`src/rtl/lane_frame_pkg.sv`:
```
// Shared types and geometry for the lane frame packer.
// Optional X/Z scrubbing is enabled by defining LANE_FRAME_XZ_SCRUB_EN.
package lane_frame_pkg;

  localparam int unsigned SYM_W  = 2;
  localparam int unsigned N_ROWS = 2;
  localparam int unsigned N_COLS = 4;
  localparam int unsigned NSYM   = N_ROWS * N_COLS;
  localparam int unsigned IDX_W  = $clog2(NSYM);

  typedef logic [SYM_W-1:0] sym_t;
  typedef sym_t [0:N_ROWS-1][0:N_COLS-1] frame_t;

  typedef enum logic {FILL, HOLD} pk_state_e;

  typedef struct packed {
    logic [3:0] seq;
    logic       padded;
    logic       xz_seen;
  } tag_t;

  localparam sym_t PAD_SYM_DEF = '0;

endpackage

```
`src/rtl/lane_frame_slot_wr.sv`:
```
// Combinational slot decode: one-hot write mask for the current index and the
// pad mask covering the slots an early in_last leaves empty.
module lane_frame_slot_wr
  import lane_frame_pkg::*;
(
  input  logic [IDX_W-1:0] idx,
  input  logic             wr_en,
  input  logic             last,
  output logic [NSYM-1:0]  wr_mask,
  output logic [NSYM-1:0]  pad_mask,
  output logic             close,
  output logic             early
);

  always_comb begin
    wr_mask  = '0;
    pad_mask = '0;
    close    = wr_en && (last || (idx == IDX_W'(NSYM - 1)));
    early    = wr_en && last && (idx != IDX_W'(NSYM - 1));
    for (int unsigned k = 0; k < NSYM; k++) begin
      wr_mask[k]  = wr_en && (idx == IDX_W'(k));
      pad_mask[k] = early && (IDX_W'(k) > idx);
    end
  end

endmodule

```
`src/rtl/lane_frame_packer.sv`:
```
// Packs a symbol stream into one frame plus sequence tag, presented with valid/ready.
// Define LANE_FRAME_XZ_SCRUB_EN to zero X/Z input bits and flag them in xz_seen.
module lane_frame_packer
  import lane_frame_pkg::*;
#(
  parameter sym_t PAD_SYM = PAD_SYM_DEF
) (
  input  logic           clk,
  input  logic           rst,
  input  sym_t           in_data,
  input  logic           in_valid,
  input  logic           in_last,
  output logic           in_ready,
  output frame_t         y,
  output logic [4:2][4:3] sra,
  output logic           out_valid,
  input  logic           out_ready
);

  pk_state_e        state_q, state_d;
  logic [IDX_W-1:0] idx_q;
  frame_t           frame_q;
  tag_t             tag_q;

  sym_t             sym_w;
  logic             sym_xz;
  logic             accept, take, close, early;
  logic [NSYM-1:0]  wr_mask, pad_mask;

  assign out_valid = (state_q == HOLD);
  assign in_ready  = (state_q == FILL) || out_ready;
  assign take      = out_valid && out_ready;
  assign accept    = in_valid && in_ready;

`ifdef LANE_FRAME_XZ_SCRUB_EN
  always_comb begin
    sym_w  = in_data;
    sym_xz = 1'b0;
    if ((^in_data) === 1'bx) begin
      sym_xz = 1'b1;
      for (int unsigned b = 0; b < SYM_W; b++) begin
        sym_w[b] = (in_data[b] === 1'b1) ? 1'b1 : 1'b0;
      end
    end
  end
`else
  assign sym_w  = in_data;
  assign sym_xz = 1'b0;
`endif

  // idx_q is always 0 in HOLD, so a symbol taken during handoff lands in slot 0.
  lane_frame_slot_wr u_slot_wr (
    .idx      (idx_q),
    .wr_en    (accept),
    .last     (in_last),
    .wr_mask  (wr_mask),
    .pad_mask (pad_mask),
    .close    (close),
    .early    (early)
  );

  always_ff @(posedge clk) begin
    if (rst) state_q <= FILL;
    else     state_q <= state_d;
  end

  always_comb begin
    state_d = state_q;
    case (state_q)
      FILL: if (close) state_d = HOLD;
      HOLD: if (take)  state_d = close ? HOLD : FILL;
      default: state_d = FILL;
    endcase
  end

  always_ff @(posedge clk) begin
    if (rst) begin
      idx_q   <= '0;
      frame_q <= '0;
      tag_q   <= '0;
    end else begin
      if (take) tag_q.seq <= tag_q.seq + 4'd1;
      if (accept) begin
        idx_q          <= close ? '0 : idx_q + IDX_W'(1);
        tag_q.padded   <= early;
        tag_q.xz_seen  <= (idx_q == '0) ? sym_xz : (tag_q.xz_seen | sym_xz);
      end
      for (int unsigned k = 0; k < NSYM; k++) begin
        if (wr_mask[k])       frame_q[k / N_COLS][k % N_COLS] <= sym_w;
        else if (pad_mask[k]) frame_q[k / N_COLS][k % N_COLS] <= PAD_SYM;
      end
    end
  end

  assign y   = frame_q;
  assign sra = tag_q;

endmodule

```
`config.mk`:
```
export PLATFORM = sky130hd
export DESIGN_NAME = lane_frame_packer
export DESIGN_NICKNAME = d
export VERILOG_FILES = /design/src/rtl/lane_frame_pkg.sv /design/src/rtl/lane_frame_slot_wr.sv /design/src/rtl/lane_frame_packer.sv
export SDC_FILE = /design/constraint.sdc
export NUM_CORES = 1
export LEC_CHECK = 0
export CAP_MARGIN = 20
export CORE_UTILIZATION = 34
export CTS_CLUSTER_SIZE = 25
export DETAILED_ROUTE_END_ITERATION = 6
export PLACE_DENSITY_LB_ADDON = 0.3
export SKIP_LAST_GASP = 1
export SLEW_MARGIN = 15
export SYNTH_ARGS = -nofsm -noshare
export SYNTH_HDL_FRONTEND = slang
export SYNTH_SLANG_ARGS = --single-unit
export TNS_END_PERCENT = 10
```
`constraint.sdc`:
```
create_clock -name clk -period 1.95 [get_ports clk]
set_clock_uncertainty 0.05 [all_clocks]
set_input_delay 0.585 -clock clk [delete_from_list [all_inputs] [get_ports clk]]
set_output_delay 0.585 -clock clk [all_outputs]
set_load 0.02 [all_outputs]
```
==> flow_metrics.tcl <==
set metrics [dict create \
    critical_path.slowest_cell "clkdlybuf4s50_1" \
    routabilityCongestion 0.891 \
    seq_area_frac_synth_pct 38.1 \
    vias_per_cell 5.39 \
    crit_buf_inv 1 \
    endpoint_kind "output port" \
    async_flop_share_pct 0 \
    cts_sinks 25 \
    grt_max_degree 21 \
    startpoint_type "flip-flop" \
    netlist_instances 152 \
    peakVddDrop_mv 0.218 \
    cts_root_buf "clkbuf_8" \
    synth-seq-cells 25 \
    multiInputGateArea_um2 716 \
    clk_pin_slew_ps 80 \
    vias 1288 \
    grt_pass1_vias 1253 \
    tns_ps 0 \
    clk_latency_ps 270 \
    drtIter0Drc 86 \
    num_rows 22 \
    htreeDepth 1 \
    whs_ps 428 \
    min_period_over_period_pct 98.8 \
    antenna_found_initial 0 \
    avgSynthCellArea_um2 8.63 \
    clock.fmax_mhz 519 \
    die_x_um 64.1 \
    cts_buffers 3 \
    clockBufferDepth 2 \
    layout-drive-gt1-share_pct 13.1 \
    grt_first_pass_wirelength_um 5580 \
    ios 31 \
    crit_chain "clkdlybuf4s50_1" \
    dieHeight_um 64.1 \
    synth.distinct_cells 35 \
    p_per_area_nw_per_um2 550 \
    die_area_um2 4110 \
    min_path_type "reg -> reg" \
    antenna_left 0 \
    tritoncts "yes" \
    critical_path.top_delay_family "buffers and inverters" \
    cp_max_fo 4 \
    period_minus_slack_ps 1930 \
    synth_warnings 0 \
    path_class "reg -> out" \
    setup_viol 0 \
    n_antenna_cell 0 \
    grt-ovfl-total 0 \
    place.detailed.hpwl_um 2540 \
    crit_required_ps 1310 \
    slowest_delay_ps 640 \
    synth_edf_count 0 \
    critPathArrivalTime_ps 1290 \
    grt_use_total_pct 17.0 \
    regArea_um2 500 \
    fp.coreArea_um2 3690 \
    p_leak_uw 0.000666 \
    drv_slew 0 \
    route.detailed.drc 0 \
    initial_core_util_pct 35.6 \
    nFillCells 362 \
    firstDrtPassIters 4 \
    hold_violations 0 \
    status "finished clean" \
    routed_wl_um 3300 \
    portBuffers 29 \
    synth_flop_cell "dfxtp_1" \
    area_growth_pct 35.8 \
    fin_nets 205 \
    rsz0062_at_grt "yes" \
    syn-num-nets 165 \
    drv_cap 0 \
    wl_per_cell_um 13.8 \
    syn-cell-area_um2 1310 \
]
-- where the power goes --
part           leakage (uW)  internal [uW]  switching (uW)
registers          0.000202            519            5.36
clock network     0.0000228            146             157
logic              0.000441           67.2            85.2
-- registers in the layout, indices dropped and copies added (netlist names) --
name,cells
sra,5
y,16
out_valid,1
idx_q,3
-- final timing paths --
| kind | start | end | slack, ps | cells after the start |
|---|---|---|---|---|
| setup / recovery | sra[3] | sra[3] | 20 | 1 |
| hold / removal | y[1] | y[1] | 430 | 2 |
| setup reg to reg | idx_q[0] | y[12] | 220 | 5 |
| hold reg to reg | y[1] | y[1] | 430 | 2 |
-- cells in the mapped netlist (2+ instances only) --
library cell	instances	area share, %
inv_1	8	2.3
nor2b_1	3	1.4
and3_1	3	1.4
o211ai_1	4	2.3
clkbuf_1	5	1.4
a31oi_1	6	2.9
o211a_1	2	1.5
buf_2	4	1.5
nand4_1	9	4.3
dfxtp_1	25	38
a32o_1	2	1.5
ha_1	6	5.7
o32ai_1	8	5.3
o21ai_0	14	5.3
nor2_1	3	0.86
a21oi_1	7	2.7
nand2b_1	3	1.4
nand2_1	12	3.4
and2_1	4	1.9
o2111ai_1	3	2.0
nand3_1	6	2.3
xor2_1	2	1.3
-- kinds of logic (layout without fill, tap and decap cells) --
family / after synthesis / after routing / synth area share [%]
AOI/OAI and AO/OA: 49 / 49 / 26.8
and+or+nand+nor: 48 / 48 / 20.4
DFF: 25 / 25 / 38.1
buffers and inverters: 21 / 60 / 7.34
adders and majority gates: 6 / 6 / 5.72
xor gates and xnor gates: 2 / 2 / 1.33
other: 1 / 1 / 0.286
-- cell usage in the layout (no fill, tap or decap), types with 2 or more instances in the layout --
cell / count
a21oi_1: 7
a31oi_1: 6
a32o_1: 2
and2_1: 4
and3_1: 3
buf_4: 18
clkbuf_8: 3
clkdlybuf4s50_1: 26
dfxtp_1: 25
ha_1: 6
inv_1: 8
nand2_1: 12
nand2b_1: 3
nand3_1: 6
nand4_1: 9
nor2_1: 3
nor2b_1: 3
o2111ai_1: 3
o211a_1: 2
o211ai_1: 4
o21ai_0: 14
o32ai_1: 8
xor2_1: 2
-- per-layer routing --
metal	routed length [um]	vias to the layer above	GRT usage, %
met5	0	-	0
met4	29	0	7.50
met3	123	5	1.96
met2	1610	36	28.9
met1	1540	604	21.5
li1	-	643	-
-- tightest hold or removal path, cell delays in order, from the launching register on --
cell and delay, ps:
dfxtp_1 320, inv_1 40, o32ai_1 70
-- area by class of cell --
type | count | share of cell area [%]
repair buffers | 47 | 24.0
flip-flops and latches | 25 | 28.1
inverters | 9 | 1.89
multi-input cells | 106 | 40.1
clock buffers | 4 | 2.53
well taps | 48 | 3.37
-- repair_timing --
| action | 4_1_cts | 5_1_grt |
|---|---|---|
| buffers inserted | 0 | 0 |
| setup endpoints to repair | 2 | 4 |
| gates resized for setup | 4 | 1 |
| hold buffers | 0 | 0 |
-- stage by stage --
step                      instances  utilization, %  total power (uW)  cell area [um2]  setup WS (ps)
final                           239            48.3               980             1780           23.9
after global routing            239            48.3              1030             1780          -20.1
after CTS                       239            48.3               989             1780          -11.4
after detailed placement        235            47.0               690             1740           -519
after global placement          235            47.0               686             1740           -518
after floorplan                 152               -               620             1310            224
No activity file was read; power rests on OpenSTA's default activity.
